===== src/rtl/pcs_sync_rx_lanes_pkg.sv =====
// Shared definitions for the multi-lane 64b/66b block-lock tracker.
//   SYNC_DATA / SYNC_CTRL : the two legal sync header codes
//   lane_state_e          : per-lane lock FSM states
//   sync_head_ok()        : true for a legal (data or control) sync header
package pcs_sync_rx_lanes_pkg;

  localparam logic [1:0] SYNC_DATA = 2'b01;
  localparam logic [1:0] SYNC_CTRL = 2'b10;

  typedef enum logic [1:0] {
    LANE_UNLOCKED,
    LANE_LOCKED,
    LANE_SLIP_WAIT
  } lane_state_e;

  function automatic logic sync_head_ok(input logic [1:0] head);
    return (head == SYNC_DATA) || (head == SYNC_CTRL);
  endfunction

endpackage


===== src/rtl/pcs_sync_rx_lanes_if.sv =====
// Bus between the RX gearbox and the block-lock tracker.
//   signal_ok_i : PMA signal ok per lane
//   valid_i     : head_i lane slice valid this cycle
//   head_i      : sync headers, lane l at [l*HEAD_W +: HEAD_W]
//   slip_v_o    : 1-cycle slip request per lane (back to gearbox)
//   lock_v_o    : per-lane block lock
//   lock_all_o  : all lanes locked
// master = gearbox / lock consumer side, slave = tracker.
interface pcs_sync_rx_lanes_if #(
  parameter int unsigned LANE_CNT = 4,
  parameter int unsigned HEAD_W   = 2
);
  logic [LANE_CNT-1:0]        signal_ok_i;
  logic [LANE_CNT-1:0]        valid_i;
  logic [LANE_CNT*HEAD_W-1:0] head_i;
  logic [LANE_CNT-1:0]        slip_v_o;
  logic [LANE_CNT-1:0]        lock_v_o;
  logic                       lock_all_o;

  modport master (
    output signal_ok_i, valid_i, head_i,
    input  slip_v_o, lock_v_o, lock_all_o
  );

  modport slave (
    input  signal_ok_i, valid_i, head_i,
    output slip_v_o, lock_v_o, lock_all_o
  );
endinterface


===== src/rtl/pcs_sync_rx_lanes_lane.sv =====
// Single-lane block-lock FSM with window counters and slip-wait timer.
//   clk, reset   : core clock, async active-high reset
//   signal_ok_i  : PMA signal ok; low forces the lane unlocked (no slip)
//   valid_i      : head_i valid this cycle
//   head_i       : 2-bit sync header
//   slip_v_o     : registered 1-cycle slip request
//   lock_v_o     : registered block lock
//   lock_nxt_o   : value lock_v_o takes at the next edge (feeds the
//                  aggregate lock register so it aligns with lock_v_o)
// Inputs are captured in a stage register first; the FSM acts on the
// staged values, so a head sampled at edge N shows on outputs after N+1.
module pcs_sync_rx_lanes_lane
  import pcs_sync_rx_lanes_pkg::*;
#(
  parameter int unsigned LOCK_CNT    = 64,
  parameter int unsigned INVALID_MAX = 16,
  parameter int unsigned SLIP_WAIT   = 4
) (
  input  logic       clk,
  input  logic       reset,
  input  logic       signal_ok_i,
  input  logic       valid_i,
  input  logic [1:0] head_i,
  output logic       slip_v_o,
  output logic       lock_v_o,
  output logic       lock_nxt_o
);

  localparam int unsigned CNT_W  = $clog2(LOCK_CNT + 1);
  localparam int unsigned WAIT_W = $clog2(SLIP_WAIT + 1);

  localparam logic [CNT_W-1:0]  LOCK_CNT_V    = CNT_W'(LOCK_CNT);
  localparam logic [CNT_W-1:0]  INVALID_MAX_V = CNT_W'(INVALID_MAX);
  localparam logic [WAIT_W-1:0] WAIT_LOAD     = WAIT_W'(SLIP_WAIT - 1);

  logic              ok_q, vld_q;
  logic [1:0]        head_q;
  lane_state_e       state_q, state_d;
  logic [CNT_W-1:0]  sh_q, sh_d, inv_q, inv_d;
  logic [WAIT_W-1:0] wait_q, wait_d;
  logic              slip_q, slip_d, lock_q, lock_d;

  logic [CNT_W-1:0]  sh_inc, inv_inc;
  logic              head_good;

  assign sh_inc    = sh_q + CNT_W'(1);
  assign inv_inc   = inv_q + CNT_W'(1);
  assign head_good = sync_head_ok(head_q);

  always_ff @(posedge clk or posedge reset) begin
    if (reset) begin
      ok_q    <= 1'b0;
      vld_q   <= 1'b0;
      head_q  <= '0;
      state_q <= LANE_UNLOCKED;
      sh_q    <= '0;
      inv_q   <= '0;
      wait_q  <= '0;
      slip_q  <= 1'b0;
      lock_q  <= 1'b0;
    end else begin
      ok_q    <= signal_ok_i;
      vld_q   <= valid_i;
      head_q  <= head_i;
      state_q <= state_d;
      sh_q    <= sh_d;
      inv_q   <= inv_d;
      wait_q  <= wait_d;
      slip_q  <= slip_d;
      lock_q  <= lock_d;
    end
  end

  always_comb begin
    state_d = state_q;
    sh_d    = sh_q;
    inv_d   = inv_q;
    wait_d  = wait_q;
    if (!ok_q) begin
      state_d = LANE_UNLOCKED;
      sh_d    = '0;
      inv_d   = '0;
      wait_d  = '0;
    end else begin
      unique case (state_q)
        LANE_UNLOCKED: begin
          if (vld_q) begin
            if (!head_good) begin
              state_d = LANE_SLIP_WAIT;
              sh_d    = '0;
              inv_d   = '0;
              wait_d  = WAIT_LOAD;
            end else if (sh_inc == LOCK_CNT_V) begin
              state_d = LANE_LOCKED;
              sh_d    = '0;
              inv_d   = '0;
            end else begin
              sh_d = sh_inc;
            end
          end
        end
        LANE_LOCKED: begin
          if (vld_q) begin
            // invalid-limit check wins over a window that ends on the same head
            if (!head_good && (inv_inc == INVALID_MAX_V)) begin
              state_d = LANE_SLIP_WAIT;
              sh_d    = '0;
              inv_d   = '0;
              wait_d  = WAIT_LOAD;
            end else if (sh_inc == LOCK_CNT_V) begin
              sh_d  = '0;
              inv_d = '0;
            end else begin
              sh_d  = sh_inc;
              inv_d = head_good ? inv_q : inv_inc;
            end
          end
        end
        LANE_SLIP_WAIT: begin
          if (wait_q == '0) begin
            state_d = LANE_UNLOCKED;
            sh_d    = '0;
            inv_d   = '0;
          end else begin
            wait_d = wait_q - WAIT_W'(1);
          end
        end
        default: begin
          state_d = LANE_UNLOCKED;
          sh_d    = '0;
          inv_d   = '0;
          wait_d  = '0;
        end
      endcase
    end
  end

  // A slip is issued exactly on entry to SLIP_WAIT; signal loss never enters it.
  always_comb begin
    slip_d = (state_q != LANE_SLIP_WAIT) && (state_d == LANE_SLIP_WAIT);
    lock_d = (state_d == LANE_LOCKED);
  end

  assign slip_v_o   = slip_q;
  assign lock_v_o   = lock_q;
  assign lock_nxt_o = lock_d;

endmodule


===== src/rtl/pcs_sync_rx_lanes.sv =====
// Multi-lane 64b/66b block-lock tracker for the RX PCS.
//   clk, reset : core clock, async active-high reset
//   bus        : slave side of pcs_sync_rx_lanes_if (heads/valid/signal ok
//                in from the gearbox; slip requests and lock status out)
// One independent lane FSM per lane; lock_all_o is registered from the
// lanes' next-cycle lock values so it changes together with lock_v_o.
module pcs_sync_rx_lanes
  import pcs_sync_rx_lanes_pkg::*;
#(
  parameter int unsigned LANE_CNT    = 4,
  parameter int unsigned HEAD_W      = 2,
  parameter int unsigned LOCK_CNT    = 64,
  parameter int unsigned INVALID_MAX = 16,
  parameter int unsigned SLIP_WAIT   = 4
) (
  input logic               clk,
  input logic               reset,
  pcs_sync_rx_lanes_if.slave bus
);

  if (HEAD_W != 2) begin : g_bad_head_w
    $error("pcs_sync_rx_lanes: HEAD_W must be 2");
  end
  if ((INVALID_MAX < 1) || (INVALID_MAX > LOCK_CNT)) begin : g_bad_invalid_max
    $error("pcs_sync_rx_lanes: INVALID_MAX must be in 1..LOCK_CNT");
  end
  if (SLIP_WAIT < 1) begin : g_bad_slip_wait
    $error("pcs_sync_rx_lanes: SLIP_WAIT must be at least 1");
  end

  logic [LANE_CNT-1:0] slip_v, lock_v, lock_nxt;
  logic                lock_all_q;

  for (genvar l = 0; l < LANE_CNT; l++) begin : g_lane
    pcs_sync_rx_lanes_lane #(
      .LOCK_CNT    (LOCK_CNT),
      .INVALID_MAX (INVALID_MAX),
      .SLIP_WAIT   (SLIP_WAIT)
    ) u_lane (
      .clk         (clk),
      .reset       (reset),
      .signal_ok_i (bus.signal_ok_i[l]),
      .valid_i     (bus.valid_i[l]),
      .head_i      (bus.head_i[l*HEAD_W +: 2]),
      .slip_v_o    (slip_v[l]),
      .lock_v_o    (lock_v[l]),
      .lock_nxt_o  (lock_nxt[l])
    );
  end

  always_ff @(posedge clk or posedge reset) begin
    if (reset) lock_all_q <= 1'b0;
    else       lock_all_q <= &lock_nxt;
  end

  assign bus.slip_v_o   = slip_v;
  assign bus.lock_v_o   = lock_v;
  assign bus.lock_all_o = lock_all_q;

endmodule

===== src/flat_wrapper.sv =====
// flat-port wrapper written by rule: the top's interface ports become plain ports
module pcs_sync_rx_lanes_flat import pcs_sync_rx_lanes_pkg::*;
#(
  parameter int unsigned LANE_CNT    = 4,
  parameter int unsigned HEAD_W      = 2,
  parameter int unsigned LOCK_CNT    = 64,
  parameter int unsigned INVALID_MAX = 16,
  parameter int unsigned SLIP_WAIT   = 4
)
  (clk, reset, bus_signal_ok_i, bus_valid_i, bus_head_i, bus_slip_v_o, bus_lock_v_o, bus_lock_all_o);
  pcs_sync_rx_lanes_if #(.LANE_CNT(LANE_CNT), .HEAD_W(HEAD_W)) bus_i ();
  input logic clk;
  input logic reset;
  input wire logic [$bits(bus_i.signal_ok_i)-1:0] bus_signal_ok_i;
  input wire logic [$bits(bus_i.valid_i)-1:0] bus_valid_i;
  input wire logic [$bits(bus_i.head_i)-1:0] bus_head_i;
  output wire logic [$bits(bus_i.slip_v_o)-1:0] bus_slip_v_o;
  output wire logic [$bits(bus_i.lock_v_o)-1:0] bus_lock_v_o;
  output wire logic [$bits(bus_i.lock_all_o)-1:0] bus_lock_all_o;
  assign bus_i.signal_ok_i = bus_signal_ok_i;
  assign bus_i.valid_i = bus_valid_i;
  assign bus_i.head_i = bus_head_i;
  assign bus_slip_v_o = bus_i.slip_v_o;
  assign bus_lock_v_o = bus_i.lock_v_o;
  assign bus_lock_all_o = bus_i.lock_all_o;
  pcs_sync_rx_lanes #(.LANE_CNT(LANE_CNT), .HEAD_W(HEAD_W), .LOCK_CNT(LOCK_CNT), .INVALID_MAX(INVALID_MAX), .SLIP_WAIT(SLIP_WAIT)) u_core (.clk(clk), .reset(reset), .bus(bus_i));
endmodule

===== config.mk =====
export PLATFORM = sky130hd
export DESIGN_NAME = pcs_sync_rx_lanes_flat
export DESIGN_NICKNAME = d
export VERILOG_FILES = /design/src/rtl/pcs_sync_rx_lanes_pkg.sv /design/src/rtl/pcs_sync_rx_lanes_if.sv /design/src/rtl/pcs_sync_rx_lanes_lane.sv /design/src/rtl/pcs_sync_rx_lanes.sv /design/src/flat_wrapper.sv
export SDC_FILE = /design/constraint.sdc
export NUM_CORES = 1
export LEC_CHECK = 0
export CAP_MARGIN = 20
export CORE_MARGIN = 3
export CORE_UTILIZATION = 45
export CTS_CLUSTER_DIAMETER = 80
export DETAILED_ROUTE_END_ITERATION = 6
export GPL_TIMING_DRIVEN = 0
export PLACE_DENSITY_LB_ADDON = 0.12
export SLEW_MARGIN = 25
export SYNTH_ARGS = -nofsm -noshare
export SYNTH_HDL_FRONTEND = slang
export SYNTH_SLANG_ARGS = --single-unit

===== constraint.sdc =====
create_clock -name clk -period 4.5 [get_ports clk]
set_clock_uncertainty 0.15 [all_clocks]
set_input_delay 1.35 -clock clk [delete_from_list [all_inputs] [get_ports clk]]
set_output_delay 1.35 -clock clk [all_outputs]
set_load 0.1 [all_outputs]

# Word level (Yosys, flattened, before mapping)
# Cells that the tools add are included.
[totals]
wordCells = 282
ff_bits = 101
output_inout_bits = 9
input_bits = 18
[classes]
eq_ne = 68
mux = 128
addsub = 12
n_reduce_logical = 37
[ops]
columns = ["operator", "n"]
rows = [
  ["7-bit two-way mux", 60],
  ["7-bit one-hot mux with 3 select lines", 8],
  ["3-bit two-way mux", 24],
  ["3-bit inequality test, second input constant", 24],
  ["7-bit by 1-bit adder with 7-bit output, second input constant", 8],
  ["2-bit two-way mux", 28],
  ["5-bit AND reduction", 8],
  ["3-bit one-hot mux with 3 select lines", 4],
  ["7-bit by 5-bit == test with 1-bit output, second input constant", 4],
  ["7-bit == test, second input constant", 4],
  ["2-bit by 1-bit == test with 1-bit output, second input constant", 12],
  ["2-bit == test, second input constant", 12],
  ["2-bit one-hot mux with 3 select lines", 4],
  ["5-bit inequality test, second input constant", 4],
  ["4-bit inequality test, second input constant", 4],
  ["3-bit zero test", 4],
  ["3-bit AND reduction", 4],
  ["3-bit by 1-bit subtractor with 3-bit output, second input constant", 4],
  ["1-bit logical AND", 8],
  ["2-bit zero test", 4],
  ["2-bit inequality test, second input constant", 4],
  ["1-bit zero test", 4],
  ["1-bit logical OR", 4],
  ["4-bit AND reduction", 1],
]

# Longest topological paths before layout
[logic_depth]
ltp_word = 10
depth_mapped = 9
depth_no_buf = 8

# Cells and area by module
# A second synthesis with hierarchy kept.
[unflattened]
hier_cells = 647
area_unflattened_um2 = 6119.6
[modules_own_cells]
columns = ["mod", "seq_area_each_um2", "cells_each", "n_inst", "area_per_inst_um2"]
rows = [
  ["pcs_sync_rx_lanes_lane (u_core.g_lane[3].u_lane)", 625.6, 170, 1, 1637.8],
  ["pcs_sync_rx_lanes_lane (u_core.g_lane[2].u_lane)", 625.6, 171, 1, 1502.7],
  ["pcs_sync_rx_lanes_lane (u_core.g_lane[0].u_lane)", 625.6, 157, 1, 1493.9],
  ["pcs_sync_rx_lanes_lane (u_core.g_lane[1].u_lane)", 625.6, 146, 1, 1447.6],
  ["pcs_sync_rx_lanes", 25.0, 3, 1, 37.5],
]

# Worst setup path after synthesis
# OpenSTA, ideal clock, no wires.
[synth_path]
kind = "flip-flop to flip-flop"
startpoint = "register u_core.g_lane[0].u_lane.inv_q[0]"
endpoint = "register u_core.g_lane[0].u_lane.inv_q[3]"
arrival_ns = 2.162
setup_slack_ns = 2.093
path_stages_with_launch = 9
t_required_ns = 4.255
path_buffers = 1
period_less_slack_ns = 2.407
setup_time_ns = 0.095
cell_sequence = "dfrtp_1 ha_1 and2_1 a21o_1 a32oi_1 o211ai_2 or3_1 clkbuf_1 o31ai_1"
[synth_between]
elab_chain_len = 7
word_cells_on_any_way = 11
classes_between = "1 x add/sub; 2 x eq/ne; 6 x mux; 2 x reduce/logical"
[synth_lines]
columns = ["item", "line", "text"]
rows = [
  ["start, declared", "pcs_sync_rx_lanes_lane.sv:39", "logic [CNT_W-1:0] sh_q, sh_d, inv_q, inv_d;"],
  ["start signal, assigned", "pcs_sync_rx_lanes_lane.sv:67", "inv_q <= inv_d;"],
  ["7-bit by 1-bit adder with 7-bit output *", "pcs_sync_rx_lanes_lane.sv:47", "assign inv_inc = inv_q + CNT_W'(1);"],
  ["7-bit by 5-bit == test with 1-bit output or 7-bit two-way mux (tied branches)", "pcs_sync_rx_lanes_lane.sv:105, pcs_sync_rx_lanes_lane.sv:115", ""],
  ["1-bit logical AND or 7-bit two-way mux (tied branches)", "pcs_sync_rx_lanes_lane.sv:105, pcs_sync_rx_lanes_lane.sv:110", ""],
  ["7-bit two-way mux", "pcs_sync_rx_lanes_lane.sv:105", "if (!head_good && (inv_inc == INVALID_MAX_V)) begin"],
  ["7-bit two-way mux", "pcs_sync_rx_lanes_lane.sv:103", "if (vld_q) begin"],
  ["7-bit one-hot mux with 3 select lines", "pcs_sync_rx_lanes_lane.sv:85", "unique case (state_q)"],
  ["7-bit two-way mux", "pcs_sync_rx_lanes_lane.sv:79", "if (!ok_q) begin"],
]
# Mark *: on every way between the ends. The rest lies on a longest branch, timed or not. The select of a mux whose other input is x is not followed.
# A chain may end at the register's enable or synchronous reset.

# Worst setup path in the final report
[layout_path]
startpoint = "register u_core.g_lane[2].u_lane.slip_q"
endpoint = "output bus_slip_v_o[2]"
[layout_lines]
columns = ["item", "line", "text"]
rows = [
  ["start, declared", "pcs_sync_rx_lanes_lane.sv:41", "logic slip_q, slip_d, lock_q, lock_d;"],
  ["start signal, assigned", "pcs_sync_rx_lanes_lane.sv:69", "slip_q <= slip_d;"],
  ["end, declared", "flat_wrapper.sv:17", "output wire logic [$bits(bus_i.slip_v_o)-1:0] bus_slip_v_o;"],
]
# No word-level cell between the ends.

==> run summary <==
Route
• vias after detailed routing: 4980
• DRC violation total after the first TritonRoute iteration: 382
• detailed-route DRC error count: 0
• remaining number of nets flagged by the antenna check after routing: 0
• total wirelength of the detailed-routed design: 12400 um
• First-pass DRT Iterations: 5
• via density per instance: 5.76
• final routed wire length divided by cell count: 14.3 um

Critical path
• startpoint of the lowest-slack register-to-register path: u_core.g_lane[0].u_lane.inv_q[0]
• largest fanout on the critical path: 1
• nature of the critical path endpoint: output port
• startpoint types: register
• worst reg-to-reg setup slack: 1780 ps
• stage delay of the slowest cell on the critical path: 1120 ps
• critical path class: register to output port
• number of cells traversed by the worst register-to-register path: 8
• cell type of the slowest stage on the worst timing path: clkdlybuf4s50_1
• Critical Path RT: 3000 ps
• arrival time of the worst setup path: 1900 ps
• Critical Path, Cell by Cell: buf_4 > clkdlybuf4s50_1
• FF-to-FF End: u_core.g_lane[0].u_lane.inv_q[3]

Synthesis
• post-synthesis cell type count: 79
• synthesized area per cell: 9.17 um^2
• leading cell types by count after synthesis: 101 x dfrtp_1, 74 x nand2_1, 37 x nand3_1, 37 x o21ai_0, 32 x nor2_1
• number of enable flip-flop cells after synthesis: 0
• post-synthesis cell count: 650
• total standard cell area after synthesis: 0.00596 mm^2
• Synth Warn #: 0
• cell accounting for the most synthesized area: dfrtp_1
• share of synthesized registers carrying an async set or reset: 100%
• flops & latches, synth: 101
• area fraction of the dominant cell type after synthesis: 42.4%
• leading cell types by total area after synthesis: dfrtp_1 42%, nand2_1 4.7%, ha_1 4.2%, nand3_1 3.1%, o21ai_0 3.1%
• register area share after synthesis: 42.4%
• cell with the most instances after synthesis: dfrtp_1
• Synthesized Nets: 688
• top_reg_cell synth: dfrtp_1

Global routing
• maximum number of pins on one net before global-route repair: 75
• first-pass GRT wire length: 21700 um
• total global routing overflow: 0
• number of antenna violations at the first check in global routing: 0
• total routing usage reported by global routing: 18.0%
• number of global-route vias before repair: 4747

Floorplanning
• num ports: 27
• starting density of the core: 46.7%
• count of standard-cell rows: 41
• standard cell core area: 0.0128 mm^2
• Chip Height: 121 um
• Total Die Area: 0.0147 mm^2
• die outline width: 121 um

Timing
• max-slew violation count: 0
• transition time of the tightest slew-check pin: 979 ps
• final critical delay including setup and external delays: 3400 ps
• Final Hold Vio Count: 0
• setup TNS: 0 ps
• number of setup violations in the final report: 0
• worst-case headroom to the max-slew limit: 34.6%
• maximum clock frequency: 294 MHz
• final worst path period share: 75.5%
• unrepaired setup endpoints after global routing: no
• final worst slack: 1100 ps

Layout
• share of the core filled with cells: 53.0%
• # nets final: 726
• share of cells above drive strength 1: 7.23%
• Synth-to-Final Area Change: 13.5%
• multi-input logic area: 0.00318 mm^2
• Diodes inserted: 0
• sequential cell area: 0.00253 mm^2
• Final Cell Area: 0.00676 mm^2
• Layout fillers: 1175

Placement
• detailed-placement wirelength estimate: 8740 um
• Final Wtd Congestion: 0.818
• Placement Setup Slack: 1470 ps
• total of buffers placed on input and output ports: 26
• area after detailed placement: 0.00647 mm^2

Power
• peak supply drop: 0.213 mV
• Pleak: 2.79 nW
• Total Power Consumption: 1.99 mW
• power per cell area: 295 mW/mm^2

Clock tree
• total CTS buffers: 9
• post_cts resized: 0
• Clock transition at path regs: 70 ps
• Clk Tree Root Cell: clkbuf_16
• Max Buffers Root-to-Sink: 2
• hold buffers post-CTS: 0
• H-tree level count: 3
• insertion delay of the later-clocked pin in the worst-skew pair: 350 ps
• setup repair bufs after CTS: 0
• count of clock tree sinks: 101
• clock tree from TritonCTS: yes

Worst hold path
• hold crit path type: register to register
• hold-critical path depth: 1
• WHS Endpoint: u_core.g_lane[2].u_lane.wait_q[0]
• min-delay src: u_core.g_lane[2].u_lane.wait_q[0]

Run status
• outcome: completed

Flow run
• # Max-Cap Violations: 0

-- through the flow --
| step | std cells | hold slack, ps |
|---|---|---|
| floorplan | 650 | 327 |
| global placement | 848 | 357 |
| detailed placement | 849 | 370 |
| CTS | 864 | 387 |
| global route | 864 | 410 |
| finish | 864 | 379 |
-- flip-flops by register name, summed over array words and instances, names as in the netlist --
name / count
u_core.bus.lock_all_o: 1
u_core.g_lane.u_lane.head_q: 8
u_core.g_lane.u_lane.inv_q: 28
u_core.g_lane.u_lane.lock_v_o: 4
u_core.g_lane.u_lane.ok_q: 4
u_core.g_lane.u_lane.sh_q: 28
u_core.g_lane.u_lane.slip_v_o: 4
u_core.g_lane.u_lane.state_q: 8
u_core.g_lane.u_lane.vld_q: 4
u_core.g_lane.u_lane.wait_q: 12
-- worst max path at each step --
stage | slack (ps) | startpoint | depth (start not counted) | endpoint
6_report | 1100 | u_core.g_lane[2].u_lane.slip_v_o | 2 | bus_slip_v_o[2]
5_1_grt | 1050 | u_core.g_lane[0].u_lane.slip_v_o | 2 | bus_slip_v_o[0]
4_1_cts | 1080 | u_core.g_lane[2].u_lane.slip_v_o | 2 | bus_slip_v_o[2]
3_5_place_dp | 1470 | u_core.g_lane[2].u_lane.slip_v_o | 2 | bus_slip_v_o[2]
3_3_place_gp | -1260 | reset | 2 | u_core.g_lane[0].u_lane.inv_q[2]
2_1_floorplan | 350 | reset | 1 | u_core.bus.lock_all_o
-- per-layer routing --
metal  global-route usage, %  vias to the layer above  routed length [um]
met2                    29.5                       92                5880
li1                        -                     2469                   -
met4                    6.37                        0                 177
met3                    4.01                       14                 482
met1                    23.3                     2405                5810
met5                       0                        -                   0
-- placed cells by master, fill, tap and decap left out, types with 4 or more instances in the layout --
cell and instances:
a31o_2 4, clkbuf_1 18, a31oi_1 19, or3_1 7, o31ai_1 12, a32oi_1 4, a22o_1 4, a21o_1 6
o211ai_1 8, o21ai_0 37, dfrtp_1 101, nor3b_1 7, nor2b_1 8, and4_1 6, nand4_1 9, or2_2 4
o22ai_1 12, nand3_1 37, a211o_1 4, a2bb2oi_1 4, a21oi_1 25, o21bai_1 4, ha_1 20, xnor2_1 9
nand3b_1 4, nand2_1 74, or3b_1 4, clkbuf_16 9, o21a_1 7, nor3_1 13, nor2_1 32, buf_4 8
nand2b_1 20, xor2_1 8, inv_1 29, and3_1 11, clkdlybuf4s50_1 26, and2_1 6
-- power breakdown --
group | switching (mW) | internal (mW)
sequential | 0.0245 | 0.935
clock | 0.327 | 0.459
combinational | 0.156 | 0.0908
total | 0.508 | 1.49
-- worst max-delay path, delay by kind of cell, from the launching register on --
| kind | cells | cell delay [ps] |
|---|---|---|
| DFF | 1 | 330 |
| buffers and inverters | 2 | 1210 |
-- logic make-up after synthesis --
group | synth area share (%)
simple gates | 23.6
xor+xnor | 2.50
compound gates | 22.5
mux | 0.525
buf+inv | 4.26
flops | 42.4
fa+ha+maj | 4.20
-- cell type report --
type / count / share of cell area, %
plain buffers: 27 / 1.98
clock buffers: 14 / 3.90
clock inverters: 1 / 0.444
inverters: 32 / 1.85
multi-input cells: 490 / 47.0
flip-flops and latches: 101 / 37.4
well taps: 172 / 3.18
repair buffers: 27 / 4.25
Note: power is estimated with default switching activity, not from simulation.
